===== src/rtl/tcp_rx_pipe_ctrl.sv =====
// tcp_rx_pipe_ctrl
//
// Control FSM for tcp_rx_datap. It takes one parsed TCP header at a time.
// It runs the flow CAM lookup and then follows one of three paths:
//   - hit      : read the flow state, compute, write it back, then notify
//                the scheduler and the payload destination
//   - SYN miss : pop a flowid, initialise the flow, notify the application
//                and enqueue a SYN-ACK
//   - other    : count the header as dropped
// Only control strobes and valid/ready signals are driven here. All data
// fields live in the datapath.
//
// Handshake rule for every valid/ready pair on this block: a transfer
// happens in a cycle where valid and ready are both high at the rising
// clock edge. A valid this block drives never depends combinationally on
// its own ready. Once raised, a valid holds until its transfer completes.
//
// Ports
//   clk, rst                          clock, asynchronous active-low reset
//   src_tcp_rx_hdr_val/_syn, tcp_rx_src_hdr_rdy     header input
//   read_flow_cam_val/_rdy, read_flow_cam_resp_val/_hit   CAM lookup
//   flowid_manager_req/_empty         flowid pop (flowid returned same cycle)
//   flow_state_rd_req_val/_rdy, flow_state_rd_resp_val   flow state read
//   flow_state_wr_req_val/_rdy        flow state write-back
//   new_flow_val/_rdy, app_new_flow_notif_val/_rdy,
//   slow_path_send_pkt_enqueue_val/_rdy              new-flow outputs
//   rx_sched_update_val/_rdy, tcp_rx_dst_hdr_val, dst_tcp_rx_hdr_rdy
//                                     fast-path outputs
//   ctrl_datap_save_input, ctrl_datap_save_flow_state, ctrl_datap_save_calcs,
//   store_flowid_cam, store_flowid_manager           datapath strobes
//   drop_cnt                          saturating dropped-header count
//   fsm_state                         current FSM state (debug)

module tcp_rx_pipe_ctrl #(
    parameter int DROP_CNT_W = 16
) (
    input  logic                  clk,
    input  logic                  rst,

    input  logic                  src_tcp_rx_hdr_val,
    input  logic                  src_tcp_rx_syn,
    output logic                  tcp_rx_src_hdr_rdy,

    output logic                  read_flow_cam_val,
    input  logic                  read_flow_cam_rdy,
    input  logic                  read_flow_cam_resp_val,
    input  logic                  read_flow_cam_hit,

    output logic                  flowid_manager_req,
    input  logic                  flowid_manager_empty,

    output logic                  flow_state_rd_req_val,
    input  logic                  flow_state_rd_req_rdy,
    input  logic                  flow_state_rd_resp_val,

    output logic                  flow_state_wr_req_val,
    input  logic                  flow_state_wr_req_rdy,

    output logic                  new_flow_val,
    input  logic                  new_flow_rdy,
    output logic                  app_new_flow_notif_val,
    input  logic                  app_new_flow_notif_rdy,
    output logic                  slow_path_send_pkt_enqueue_val,
    input  logic                  slow_path_send_pkt_enqueue_rdy,

    output logic                  rx_sched_update_val,
    input  logic                  rx_sched_update_rdy,
    output logic                  tcp_rx_dst_hdr_val,
    input  logic                  dst_tcp_rx_hdr_rdy,

    output logic                  ctrl_datap_save_input,
    output logic                  ctrl_datap_save_flow_state,
    output logic                  ctrl_datap_save_calcs,
    output logic                  store_flowid_cam,
    output logic                  store_flowid_manager,

    output logic [DROP_CNT_W-1:0] drop_cnt,
    output logic [3:0]            fsm_state
);

    typedef enum logic [3:0] {
        IDLE    = 4'd0,
        LOOKUP  = 4'd1,
        RD_REQ  = 4'd2,
        RD_RESP = 4'd3,
        CALC    = 4'd4,
        WR      = 4'd5,
        FP_OUT  = 4'd6,
        NF_OUT  = 4'd7,
        DROP    = 4'd8
    } state_t;

    state_t state;
    state_t state_next;

    logic syn_q;
    logic done_sched;
    logic done_dst;
    logic done_new_flow;
    logic done_app;
    logic done_slow;

    // An output counts as finished if it finished earlier or transfers now.
    // This lets the FSM leave in the same cycle as the last transfer.
    logic fin_sched;
    logic fin_dst;
    logic fin_new_flow;
    logic fin_app;
    logic fin_slow;

    assign fsm_state = state;

    always_comb begin
        state_next                     = state;
        tcp_rx_src_hdr_rdy             = 1'b0;
        read_flow_cam_val              = 1'b0;
        flowid_manager_req             = 1'b0;
        flow_state_rd_req_val          = 1'b0;
        flow_state_wr_req_val          = 1'b0;
        new_flow_val                   = 1'b0;
        app_new_flow_notif_val         = 1'b0;
        slow_path_send_pkt_enqueue_val = 1'b0;
        rx_sched_update_val            = 1'b0;
        tcp_rx_dst_hdr_val             = 1'b0;
        ctrl_datap_save_input          = 1'b0;
        ctrl_datap_save_flow_state     = 1'b0;
        ctrl_datap_save_calcs          = 1'b0;
        store_flowid_cam               = 1'b0;
        store_flowid_manager           = 1'b0;
        fin_sched                      = 1'b0;
        fin_dst                        = 1'b0;
        fin_new_flow                   = 1'b0;
        fin_app                        = 1'b0;
        fin_slow                       = 1'b0;

        case (state)
            IDLE: begin
                // The IDLE outputs pass input signals straight through.
                // They are gated by reset so every output stays low while
                // reset is held.
                if (rst) begin
                    // The header and the CAM request share one handshake.
                    // A header is consumed only when the CAM accepts it.
                    tcp_rx_src_hdr_rdy = read_flow_cam_rdy;
                    read_flow_cam_val  = src_tcp_rx_hdr_val;
                    if (src_tcp_rx_hdr_val && read_flow_cam_rdy) begin
                        ctrl_datap_save_input = 1'b1;
                        state_next            = LOOKUP;
                    end
                end
            end
            LOOKUP: begin
                if (read_flow_cam_resp_val) begin
                    if (read_flow_cam_hit) begin
                        store_flowid_cam = 1'b1;
                        state_next       = RD_REQ;
                    end else if (syn_q && !flowid_manager_empty) begin
                        flowid_manager_req   = 1'b1;
                        store_flowid_manager = 1'b1;
                        state_next           = NF_OUT;
                    end else begin
                        state_next = DROP;
                    end
                end
            end
            RD_REQ: begin
                flow_state_rd_req_val = 1'b1;
                if (flow_state_rd_req_rdy) begin
                    state_next = RD_RESP;
                end
            end
            RD_RESP: begin
                if (flow_state_rd_resp_val) begin
                    ctrl_datap_save_flow_state = 1'b1;
                    state_next                 = CALC;
                end
            end
            CALC: begin
                // The datapath registers its computed next state on this
                // strobe. WR then presents stable registered data.
                ctrl_datap_save_calcs = 1'b1;
                state_next            = WR;
            end
            WR: begin
                flow_state_wr_req_val = 1'b1;
                if (flow_state_wr_req_rdy) begin
                    state_next = FP_OUT;
                end
            end
            FP_OUT: begin
                rx_sched_update_val = !done_sched;
                tcp_rx_dst_hdr_val  = !done_dst;
                fin_sched = done_sched | rx_sched_update_rdy;
                fin_dst   = done_dst | dst_tcp_rx_hdr_rdy;
                if (fin_sched && fin_dst) begin
                    state_next = IDLE;
                end
            end
            NF_OUT: begin
                new_flow_val                   = !done_new_flow;
                app_new_flow_notif_val         = !done_app;
                slow_path_send_pkt_enqueue_val = !done_slow;
                fin_new_flow = done_new_flow | new_flow_rdy;
                fin_app      = done_app | app_new_flow_notif_rdy;
                fin_slow     = done_slow | slow_path_send_pkt_enqueue_rdy;
                if (fin_new_flow && fin_app && fin_slow) begin
                    state_next = IDLE;
                end
            end
            DROP: begin
                state_next = IDLE;
            end
            default: begin
                state_next = IDLE;
            end
        endcase
    end

    always_ff @(posedge clk or negedge rst) begin
        if (!rst) begin
            state         <= IDLE;
            syn_q         <= 1'b0;
            done_sched    <= 1'b0;
            done_dst      <= 1'b0;
            done_new_flow <= 1'b0;
            done_app      <= 1'b0;
            done_slow     <= 1'b0;
            drop_cnt      <= '0;
        end else begin
            state <= state_next;

            if (ctrl_datap_save_input) begin
                syn_q <= src_tcp_rx_syn;
            end

            // Done bits hold only while the output state remains active.
            // They clear on the exit transition.
            if (state == FP_OUT && state_next == FP_OUT) begin
                done_sched <= fin_sched;
                done_dst   <= fin_dst;
            end else begin
                done_sched <= 1'b0;
                done_dst   <= 1'b0;
            end

            if (state == NF_OUT && state_next == NF_OUT) begin
                done_new_flow <= fin_new_flow;
                done_app      <= fin_app;
                done_slow     <= fin_slow;
            end else begin
                done_new_flow <= 1'b0;
                done_app      <= 1'b0;
                done_slow     <= 1'b0;
            end

            if (state == DROP && drop_cnt != {DROP_CNT_W{1'b1}}) begin
                drop_cnt <= drop_cnt + DROP_CNT_W'(1);
            end
        end
    end

endmodule


===== config.mk =====
export PLATFORM = sky130hd
export DESIGN_NAME = tcp_rx_pipe_ctrl
export DESIGN_NICKNAME = d
export VERILOG_FILES = /design/src/rtl/tcp_rx_pipe_ctrl.sv
export SDC_FILE = /design/constraint.sdc
export NUM_CORES = 1
export LEC_CHECK = 0
export ABC_CLOCK_PERIOD_IN_PS = 5300
export CORE_MARGIN = 5
export CORE_UTILIZATION = 45
export CTS_CLUSTER_DIAMETER = 80
export DETAILED_ROUTE_END_ITERATION = 8
export GPL_TIMING_DRIVEN = 0
export PLACE_DENSITY = 0.78
export SETUP_SLACK_MARGIN = 0.5
export SLEW_MARGIN = 20
export SYNTH_ARGS = -nofsm -noshare
export SYNTH_HDL_FRONTEND = slang
export SYNTH_SLANG_ARGS = --single-unit

===== constraint.sdc =====
create_clock -name clk -period 5.3 [get_ports clk]
set_input_delay 0.53 -clock clk [delete_from_list [all_inputs] [get_ports clk]]
set_output_delay 0.53 -clock clk [all_outputs]
set_load 0.1 [all_outputs]

== Word-level counts from Yosys, hierarchy flattened ==
Index checks and enable logic that the tools add are counted.

* Bits in registers: 26
* Bits of input ports: 16
* Output and inout port bits: 35
* Logic and storage cells: 85

* Add/sub/neg operators: 1
* Equality and inequality tests: 11
* Multiplexer cells: 45
* Bitwise operators: 5
* Reduce and logical (&&, ||, !) cells: 15

{| class="wikitable"
|+ Operators with widths
! operator !! number
|-
| two-way mux 4 bit || 10
|-
| two-way mux 1 bit || 34
|-
| case mux 4 bit (8 select lines) || 1
|-
| == test 4 x 3 -> 1 bit, second input constant || 6
|-
| adder 16 x 1 -> 16 bit, second input constant || 1
|-
| != test 16 bit, second input constant || 1
|-
| == test 4 x 2 -> 1 bit, second input constant || 2
|-
| logical AND 1 bit || 8
|-
| zero test 1 bit || 6
|-
| OR 1 bit || 5
|-
| == test 4 x 1 -> 1 bit, second input constant || 1
|-
| == test 4 bit, second input constant || 1
|-
| zero test 4 bit || 1
|}

== Depth between registers and ports, before layout ==
* Depth after elaboration: 9
* Gate-level depth with buffers: 6
* Mapped depth without buffers: 5

== Worst setup path after synthesis ==
OpenSTA, ideal clock, no wires.

* Kind: register to output
* From: reg state[3], in the netlist fsm_state[3]
* To: out store_flowid_manager
* Arrival time: 4,306 ps
* Data required time: 4,770 ps
* Slack: 464 ps
* Cell stages (with the launch flop): 7
* Path buffers: 2
* Cell sequence: dfrtp_1 > clkbuf_1 > nand2b_1 > nor3_1 > nand2_1 > nor3_1 > buf_4

* Longest elaborated chain between the ends: 2

{| class="wikitable"
|+ RTL lines
! what !! line !! RTL
|-
| start, declared || 93 || <nowiki>state_t state;</nowiki>
|-
| start signal, assigned || 230 || <nowiki>state <= state_next;</nowiki>
|-
| == test 4 x 1 -> 1 bit || n/a ||
|-
| two-way mux 1 bit || n/a ||
|-
| end, declared || 75 || <nowiki>output logic store_flowid_manager,</nowiki>
|}

No other way between the ends.

== Final worst setup path ==
* From: reg state[3], in the netlist fsm_state[3]
* To: out store_flowid_manager

* Longest elaborated chain between the ends: 2

{| class="wikitable"
|+ RTL lines
! what !! line !! RTL
|-
| == test 4 x 1 -> 1 bit || 136 || <nowiki>case (state)</nowiki>
|-
| two-way mux 1 bit || 136 ||
|}

No other way between the ends.

==> impl_metrics.tcl <==
set metrics [dict create \
    clkSlewWorstSetupHoldPaths_ps 140 \
    tritoncts.num_buffers 3 \
    p_comb_share_pct 58.8 \
    layout.nets 212 \
    synthesis.nets 157 \
    core_area_mm2 0.00300 \
    hpwl_um 2510 \
    ys_async_sr_fraction_pct 100 \
    drive_gt1_share_pct 7.73 \
    hold_viol 0 \
    total_leakage_power_nw 0.831 \
    ys.flop_type "dfrtp_1" \
    synth_area_per_cell_um2 9.82 \
    htreeDepth 1 \
    p_sw_share_pct 53.1 \
    post_cts_buffers 0 \
    power-per-cell-area_mw_per_mm2 423 \
    synthesis.area_mm2 0.00138 \
    fin_setup_tns_ps 0 \
    die_h_um 65.3 \
    post_cts_resize_count 0 \
    rsz0062_at_grt "no" \
    p_int_mw 0.388 \
    ir_drop_mv 0.441 \
    critPathKind "flop to primary output" \
    slew_headroom_pct 32.9 \
    grt_max_degree 29 \
    arrival_ps 3070 \
    placement.io_buffers 50 \
    run_status "completed" \
    synth_top_area_share_pct 47.3 \
    finalCritPeriodShare_pct 67.9 \
    drc 0 \
    holdBufCountCts 0 \
    die_area_mm2 0.00426 \
    crit_fanout 10 \
    cp.required_ps 4770 \
    reg2reg_depth 5 \
    wirelength_um 3280 \
    cts_tree "done" \
    viasPerCell 5.70 \
    switchingPower_mw 0.439 \
    finClkSkew_ps 6.66 \
    grt_pass1_vias 1285 \
    grt_pass1_wl_um 5590 \
    yosysUniqueCellTypes 38 \
    area_growth_pct 42.0 \
    timing.final.max_slew_violations 0 \
    cp-start-kind "flop" \
    routedWlPerCell_um 14.5 \
    dr.pass1.iters 4 \
    setup_violations 0 \
    period_minus_slack_ps 3600 \
    clock_path_buffers 2 \
    tightest_slew_ps 1000 \
    cp-end-kind "primary output" \
    drt_iter0_drc 30 \
    netlist_instances 140 \
    cts-root-buf "clkbuf_4" \
    grt_overflow 0 \
    clk_latency_ps 320 \
    initial_core_util_pct 45.8 \
    dp_cells 223 \
    power_frac_seq_pct 29.1 \
    synth-edff-count 0 \
    fmax_mhz 278 \
    synth-seq-cells 26 \
    grt_use_total_pct 16.4 \
    seq_area_frac_synth_pct 47.3 \
    cts_sinks 26 \
    pwr-share-clk_pct 12.0 \
    hp-class "primary input to asynchronous set/reset pin" \
    die_w_um 65.3 \
    vias 1293 \
    synth_top_cell_by_area "dfrtp_1" \
    place_congestion 0.858 \
    fin_cells 227 \
    ys_top_cells_by_area "dfrtp_1, xnor2_1, nor2_1" \
    yosysWarnings 0 \
    drtAntennaViolNets 0 \
    rows 20 \
    grt_antenna_before_repair 0 \
    ios 51 \
    maxCapViolCount 0 \
    insertedDiodeCount 0 \
]
cell usage after synthesis (2+ instances only):
cell,n
a21oi_1,5
and2_1,2
and3_1,8
and4_1,3
buf_2,2
buf_4,2
dfrtp_1,26
mux2_1,2
nand2_1,8
nand2b_1,4
nand3_1,9
nand4_1,7
nor2_1,20
nor3_1,5
o2111ai_1,2
o21ai_0,2
xnor2_1,12
sequential cells by signal, indices dropped and copies added (netlist names):
name           flops
done_app           1
done_dst           1
done_new_flow      1
done_sched         1
done_slow          1
drop_cnt          16
fsm_state          4
syn_q              1
cells in the final DEF, fill, tap and decap left out, types with 2 or more instances in the layout:
cell              n
o2111ai_1         2
a21oi_1           5
buf_4             2
nand3_1           9
buf_2             3
nand2b_1          4
o21ai_0           2
nor3_1            4
nand4_1           7
clkbuf_4          3
xnor2_1          12
and3_1            8
nor2_1           20
and2_1            2
nand2_1           8
mux2_1            2
clkdlybuf4s50_1  49
and4_1            3
dfrtp_1          26
worst paths after layout:
check | from | end | slack (ps)
setup / recovery | fsm_state[3] | store_flowid_manager | 1700
hold / removal | rst | drop_cnt[13] | 200
setup reg to reg | drop_cnt[0] | drop_cnt[15] | 3390
hold reg to reg | drop_cnt[15] | drop_cnt[15] | 500
max in group asynchronous | rst | done_dst | 4690
min in group clk | drop_cnt[15] | drop_cnt[15] | 500
routing by layer:
metal / vias up / track usage, % / wire (µm)
li1: 615 / - / -
met1: 622 / 19.5 / 1350
met2: 52 / 27.2 / 1580
met3: 4 / 5.81 / 308
met4: 0 / 6.22 / 39
met5: - / 0 / 0
worst max-delay path: stages (launching register included):
cell and delay, ps:
dfrtp_1 440, clkbuf_1 220, nand2b_1 220, nor3_1 280, nand2_1 160, nor3_2 200
buf_4 130, clkdlybuf4s50_1 1120
power groups by stage:
stage	clock network (mW)	logic (mW)	registers (mW)
final	0.0995	0.486	0.241
after global placement	0	0.481	0.244
after floorplan	0	0.254	0.362
after global routing	0.111	0.511	0.245
after CTS	0.104	0.487	0.241
after detailed placement	0	0.485	0.245
stage by stage:
step | total power [mW] | setup slack, ps | instance area (µm²) | util, % | hold slack, ps
after floorplan | 0.616 | 1330 | 1380 | - | 234
after global placement | 0.725 | 1270 | 1920 | 64.0 | 475
after detailed placement | 0.730 | 2070 | 1920 | 63.8 | 485
after CTS | 0.832 | 1670 | 1950 | 65.0 | 207
after global routing | 0.868 | 1440 | 1950 | 65.0 | 231
final | 0.827 | 1700 | 1950 | 65.0 | 199
layout make-up:
cell class / instances / area [µm²]
fillers: 245 / 1050
inverters: 1 / 3.75
well taps: 33 / 41.3
multi-input cells: 107 / 686
clock buffers: 4 / 36.3
repair buffers: 50 / 495
plain buffers: 6 / 40.0
flip-flops and latches: 26 / 651
logic make-up (layout without fill, tap and decap cells):
| kind of cell | Yosys count | in the layout | synth area share [%] |
|---|---|---|---|
| and+or+nand+nor | 74 | 74 | 29.9 |
| DFF | 26 | 26 | 47.3 |
| AOI/OAI and AO/OA | 17 | 17 | 8.74 |
| xor gates and xnor gates | 13 | 13 | 8.28 |
| buffers and inverters | 7 | 61 | 3.18 |
| muxes | 2 | 2 | 1.64 |
| adders and majority gates | 1 | 1 | 0.910 |
Power figures use the tool's default switching activity.
